### config.mk
export PLATFORM = sky130hd
export DESIGN_NAME = pwm_multi
export DESIGN_NICKNAME = d
export VERILOG_FILES = /design/src/rtl/pwm_multi.sv
export SDC_FILE = /design/constraint.sdc
export NUM_CORES = 1
export LEC_CHECK = 0
export ABC_AREA = 1
export BUFFER_PORTS_ARGS = -buffer_cell sky130_fd_sc_hd__buf_2
export CAP_MARGIN = 40
export CORE_UTILIZATION = 55
export DETAILED_ROUTE_END_ITERATION = 8
export PLACE_DENSITY = 0.8
export SYNTH_ARGS = -nofsm -noshare
export SYNTH_HDL_FRONTEND = slang
export SYNTH_SLANG_ARGS = --single-unit
### constraint.sdc
create_clock -name mck -period 9.18 [get_ports mck]
set_clock_uncertainty 0.15 [all_clocks]
set_input_delay 0.459 -clock mck [delete_from_list [all_inputs] [get_ports mck]]
set_output_delay 0.459 -clock mck [all_outputs]
set_load 0.02 [all_outputs]
### src/rtl/pwm_multi.sv
// Multi-channel PWM modulator with double-buffered duty loading, optional
// first-order error-feedback noise shaping and edge- or centre-aligned output.
// Duty registers update only on the last cycle of each period (count == N-1).
module pwm_multi #(
  parameter int SAMPLE_W    = 24,
  parameter int CNT_W       = 5,
  parameter int CHANNELS    = 2,
  parameter int NOISE_SHAPE = 1,
  parameter int CENTER      = 0
) (
  input  logic                         mck,
  input  logic                         rst,
  input  logic [CHANNELS*SAMPLE_W-1:0] sample,
  input  logic                         sample_valid,
  output logic [CHANNELS-1:0]          pwm_out,
  output logic [CNT_W-1:0]             count,
  output logic                         frame
);

  // Bits dropped when reducing a sample to a duty value.
  localparam int RES_W = SAMPLE_W - CNT_W;
  localparam logic [CNT_W-1:0] CNT_MAX = '1;
  // Period length N, held at CNT_W+1 bits so duty == N is representable.
  localparam logic [CNT_W:0] N_FULL = {1'b1, {CNT_W{1'b0}}};

  logic [CNT_W:0] count_x;

  // Free-running phase counter shared by all channels; wraps N-1 -> 0.
  always_ff @(posedge mck or posedge rst) begin
    if (rst) begin
      count <= '0;
    end else begin
      count <= count + 1'b1;
    end
  end

  // Period-boundary marker decoded from the registered counter.
  assign frame   = (count == CNT_MAX);
  assign count_x = {1'b0, count};

  for (genvar c = 0; c < CHANNELS; c++) begin : g_ch
    logic [SAMPLE_W-1:0] shadow;
    logic [SAMPLE_W-1:0] src;
    logic [SAMPLE_W:0]   sum;
    logic [CNT_W:0]      duty;
    logic [RES_W-1:0]    residual;
    logic [CNT_W:0]      half;
    logic [CNT_W:0]      low_len;

    // Shadow register: every valid write lands here, so the last write of a
    // period is what the next boundary picks up.
    always_ff @(posedge mck or posedge rst) begin
      if (rst) begin
        shadow <= '0;
      end else if (sample_valid) begin
        shadow <= sample[c*SAMPLE_W +: SAMPLE_W];
      end
    end

    // A write on the boundary cycle itself bypasses the shadow so it still
    // makes the very next period.
    assign src = sample_valid ? sample[c*SAMPLE_W +: SAMPLE_W] : shadow;
    // One extra bit absorbs the carry; src + residual cannot exceed it.
    assign sum = {1'b0, src} + {{(CNT_W+1){1'b0}}, residual};

    // Duty and truncation residual change only at the period boundary.
    always_ff @(posedge mck or posedge rst) begin
      if (rst) begin
        duty     <= '0;
        residual <= '0;
      end else if (frame) begin
        duty     <= sum[SAMPLE_W:RES_W];
        residual <= (NOISE_SHAPE != 0) ? sum[RES_W-1:0] : '0;
      end
    end

    // Centre mode splits the high time into a leading run of low_len cycles
    // and a trailing run of half cycles; the two meet across the wrap.
    assign half    = duty >> 1;
    assign low_len = duty - half;

    if (CENTER != 0) begin : g_center
      assign pwm_out[c] = (count_x < low_len) || (count_x >= (N_FULL - half));
    end else begin : g_edge
      assign pwm_out[c] = (count_x < duty);
    end
  end

endmodule

## Yosys cells after proc, flatten, opt, wreduce, memory -nomap -nowiden

Cells that the tools add are included.

- Memory bits (read-only): 0
- Output and inout bits: 8
- Memories: 0
- Latch bits: 0
- Memory bits (writable): 0
- Register bits after elaboration: 103

- Div/mod/pow operators: 0
- Shifts and indexed selects: 0
- Multiply operators: 0
- Reduce and logical (&&, ||, !) cells: 0
- Order comparisons: 2
- $add $sub $neg: 3
- Mux-type cells: 2
- Bitwise gates (word level): 0
- Eq/ne operators: 1

Operators by type and width:

| kind | count |
|---|---|
| adder 24 x 19 -> 25 bit | 2 |
| 2-to-1 mux 24 bit | 2 |
| < comparator 5 x 6 -> 1 bit | 2 |
| adder 5 x 1 -> 5 bit (second input constant) | 1 |
| == test 5 bit (second input constant) | 1 |

## Longest topological paths before layout

- Depth after elaboration: 2
- Depth in mapped cells: 18
- Gate-level depth less buffers: 15

## Worst setup path before layout

No wires, ideal clock.

- Path type: input to register
- Start: in sample_valid
- End: reg g_ch[0].residual[12]
- Required time: 8.912 ns
- Path buffers: 4
- Setup time: 0.118 ns
- Setup slack: 6.400 ns
- Cell stages on the path: 15
- Arrival: 2.512 ns
- Cell sequence: buf_6 > buf_8 > buf_2 > buf_2 > nand2_1 > nand2_1 > ha_1 > fa_1 > nand3_1 > nand2_1 > nand3_1 > nand3_1 > or2_2 > nand3_1 > nand2_1

- Cells in the longest elaborated chain, start to end: 2

Ends and longest elaborated chain:

| item | line | text |
|---|---|---|
| start, declared | 14 | `input logic sample_valid,` |
| 2-to-1 mux 24 bit | -- |  |
| named net g_ch[0].src[0] | 43 | `logic [SAMPLE_W-1:0] src;` |
| adder 24 x 19 -> 25 bit | 64 | `assign sum = {1'b0, src} + {{(CNT_W+1){1'b0}}, residual};` |
| end signal, assigned | 73 | `residual <= (NOISE_SHAPE != 0) ? sum[RES_W-1:0] : '0;` |
| end, declared | 46 | `logic [RES_W-1:0] residual;` |

The timed path passes the listed nets, and every way through them passes these cells.
A chain may end at the register's enable or synchronous reset.

## Worst setup path after layout

Same ends and word-level chain as after synthesis.

==> metrics list <==
* Status: finished clean
- Total of max-cap violations: 0
* I/O pins: 59
* Number of levels the H-tree was split into: 3
- Yosys mapped a number of flops with a built-in enable equal to 0.
* Total inserted antenna cells: 0
* Classification of the worst setup path: input pin to flop
* Quantity of hold-fixing buffers added after cts: 1
- Critical Path RT: 9.28 ns
- The die covers 0.0127 sq mm.
- Maximum number of pins on one net before global-route repair: 57
- Final setup violation count: 0
- In the synthesized netlist the async set-or-reset flop fraction comes to 1.00.
- Number of hold violations in the final report: 0
- Utilization of the core after routing: 0.626
* Total core area: 0.0120 sq mm
- Unrepaired setup endpoints after global routing: false
- Area growth from synthesis to final layout: 11.0%
- The number of antenna violations at the first check in global routing is 0.
- The max-slew violation count was 0.
- The most used flip-flop cell after synthesis is sky130_fd_sc_hd__dfrtp_1.
- After synthesis the netlist holds a flip-flop and latch count of 103.
- Num Clock Sinks: 103
- Among cell families on the critical path, the largest total delay comes from buffers and inverters.
* Fill cell instance count of the final layout: 1103
- TritonCTS clock tree: done
- The netlist uses 35 different library cells.
- After detailed routing, the average wire length per cell comes to 13.1 um.
- After layout, the design draws a total of 1.48 mW.
* Final weighted congestion in routability-driven placement: 0.913
* Number of buffers on the longest clock path: 2
* Global-route wire length before repair: 26400 um
* Root Buffer Master: sky130_fd_sc_hd__clkbuf_16
- Post-route setup TNS: 0 ns
* Vias in the first global route: 5906
* Detail Route Antenna Nets: 0
- Number of placement rows: 40
- Slew at the pin with the worst max-slew slack: 0.601 ns
* Ys Warns: 0
* Number of gates resized after cts: 0
- Clock insertion delay at the later pin of the skew report: 0.36 ns
- Worst Hold Class: input pin to flop
- Post-Syn Instances: 963
* Time the final worst path needs with I/O delays and setup: 3.16 ns
- STA classifies the critical path endpoint as a flop.
* Total wire length: 15300 um
- The average instance in the mapped netlist occupies 7.00 sq um.
- Number of detailed-route iterations in the first pass: 5
- Max IR drop VDD: 0.0972 mV
- Share of layout cells above drive strength 1: 0.0997
- After the last flow step, the layout net total stands at 1119.
- Based on the critical path, the design can be clocked at up to 317 MHz.
- The critical path goes through buf_2 > buf_4 > inv_2 > buf_12 > nand2_1 > nand2_1 > ha_1 > fa_1 > nand3_1 > nand2_1 > nand3_1 > nand3_1 > or2_2 > nand3_1 > nand2_1.
- Die extent in y: 113 um
- For this block, the via count after detailed routing is 6108.
- Among all stages on the critical path, the largest delay is contributed by sky130_fd_sc_hd__buf_4.
- Detailed placement ended at an HPWL of 11500 um.
* Category of the worst setup path launch point: input pin
- Clock tree synthesis inserted a total of 9 buffers.
* DRC Markers: 0
- Overall global routing resource usage: 0.262
- In this run the tool buffered the top-level ports with 58 buffer cells.
* Clock slew seen by the registers of the worst setup and hold paths: 0.07 ns
* Netlist area before placement: 0.00674 sq mm
- For this run, the slowest stage of the critical path takes 0.48 ns.
* Horizontal die dimension: 113 um
- Measured against its own limit, the worst slew margin works out to 0.600.
* Number of buffers added for setup after CTS: 0
- Of all nets on the critical path, the largest fanout is 56.
* Proportion of synthesized chip area in sequential cells: 0.382
- The number of buffers and inverters on the critical path is 4.
- Final period util: 0.344
- Global-route congestion overflow total: 0
- Starting Density: 0.563
* DRC marker count from the first detailed-route iteration: 284
- In this run the static leakage power is 4.14 nW.
* Post-synth net total: 1064
- Via-to-Cell Ratio: 5.22
- Areal power density over the cells: 198 mW/mm^2
- Data on the critical path arrives at its endpoint at 3.26 ns.
==> path summary, 6_finish.rpt <==
check,slack (ns),endpoint,cells past startpoint,start
hold reg to reg,0.32,g_ch[1].shadow[11],2,g_ch[1].shadow[11]
setup / recovery,6.02,g_ch[0].residual[12],15,sample_valid
setup reg to reg,6.85,g_ch[1].duty[5],9,count[1]
max in group asynchronous,7.40,g_ch[1].duty[2],5,rst
min in group asynchronous,0.49,g_ch[1].shadow[3],3,rst
hold / removal,0.18,g_ch[1].shadow[11],3,sample[35]
==> layout make-up <==
class,count,area (sq um),share of cell area
sequential,103,2580,0.344
inverter,101,382,0.0510
multi-input combinational,738,3670,0.491
timing repair buffer,65,378,0.0505
tap,147,184,0.0246
clock buffer,11,233,0.0311
clock inverter,5,57.6,0.00769
==> kinds of logic after synthesis <==
group,after synthesis,synth area share
and+or+nand+nor,578,0.352
buffers and inverters,122,0.0730
DFF,103,0.382
AOI/OAI and AO/OA,88,0.0694
adders and majority gates,50,0.0950
xor gates and xnor gates,22,0.0286
==> where the power goes <==
part	leakage (nW)	switching [mW]	internal (mW)
registers	1.23	0.0319	0.514
clock network	0.144	0.174	0.212
logic	2.77	0.344	0.204
==> through the flow <==
step / worst slack, ns / std cells / hold WS, ns / area, sq um
6_report: 6.02 / 1170 / 0.180 / 7480
5_1_grt: 5.79 / 1170 / 0.192 / 7480
4_1_cts: 5.99 / 1170 / 0.176 / 7480
3_5_place_dp: 5.63 / 1153 / 0.312 / 7180
3_3_place_gp: 5.61 / 1151 / 0.305 / 7130
2_1_floorplan: 5.87 / 963 / 0.294 / 6740
==> cells in the mapped netlist (all sizes together), types with 7 or more instances <==
library cell | number | area share
buf | 11 | 0.011
inv | 99 | 0.055
xnor2 | 19 | 0.025
nand4 | 12 | 0.011
nor2 | 62 | 0.035
ha | 48 | 0.089
o21ai | 39 | 0.031
a21oi | 42 | 0.031
or2 | 7 | 0.0065
nand2 | 428 | 0.24
dfrtp | 103 | 0.38
nand3 | 59 | 0.044
clkbuf | 10 | 0.0056
==> per-layer routing <==
metal	vias up	track usage	routed length (um)
li1	3151	-	-
met1	2802	0.330	7070
met2	124	0.448	7370
met3	31	0.0407	485
met4	0	0.114	386
met5	-	0	0
==> sequential cells by signal, summed over array words and instances (netlist names) <==
signal,cells
g_ch.shadow,48
g_ch.duty,12
count,5
g_ch.residual,38
==> placed cells by master, fill, tap and decap left out, types with 2 or more instances in the layout <==
cell type / instances
sky130_fd_sc_hd__inv_2: 3
sky130_fd_sc_hd__a21oi_1: 42
sky130_fd_sc_hd__a21o_1: 2
sky130_fd_sc_hd__xnor2_1: 19
sky130_fd_sc_hd__fa_1: 2
sky130_fd_sc_hd__a211oi_1: 2
sky130_fd_sc_hd__o21ai_1: 3
sky130_fd_sc_hd__nand2_1: 418
sky130_fd_sc_hd__clkinv_2: 2
sky130_fd_sc_hd__clkbuf_16: 9
sky130_fd_sc_hd__nor2_1: 61
sky130_fd_sc_hd__nand3b_1: 4
sky130_fd_sc_hd__xor2_1: 3
sky130_fd_sc_hd__clkbuf_1: 2
sky130_fd_sc_hd__dfrtp_1: 103
sky130_fd_sc_hd__nand4_1: 12
sky130_fd_sc_hd__o21bai_1: 2
sky130_fd_sc_hd__nor3_2: 2
sky130_fd_sc_hd__nand2_4: 3
sky130_fd_sc_hd__nor3_1: 2
sky130_fd_sc_hd__nand2_2: 7
sky130_fd_sc_hd__ha_1: 48
sky130_fd_sc_hd__nand3_1: 59
sky130_fd_sc_hd__inv_1: 96
sky130_fd_sc_hd__buf_2: 58
sky130_fd_sc_hd__or2_2: 6
sky130_fd_sc_hd__buf_4: 4
sky130_fd_sc_hd__o21ai_0: 35
==> worst register-to-register path, delay by kind of cell, from the launching register on <==
| kind | cells | cell delay (ns) |
|---|---|---|
| DFF | 1 | 0.44 |
| and+or+nand+nor | 4 | 0.40 |
| adders and majority gates | 2 | 0.42 |
| buffers and inverters | 2 | 0.74 |
| AOI/OAI and AO/OA | 1 | 0.06 |
Power figures use the tool's default switching activity.
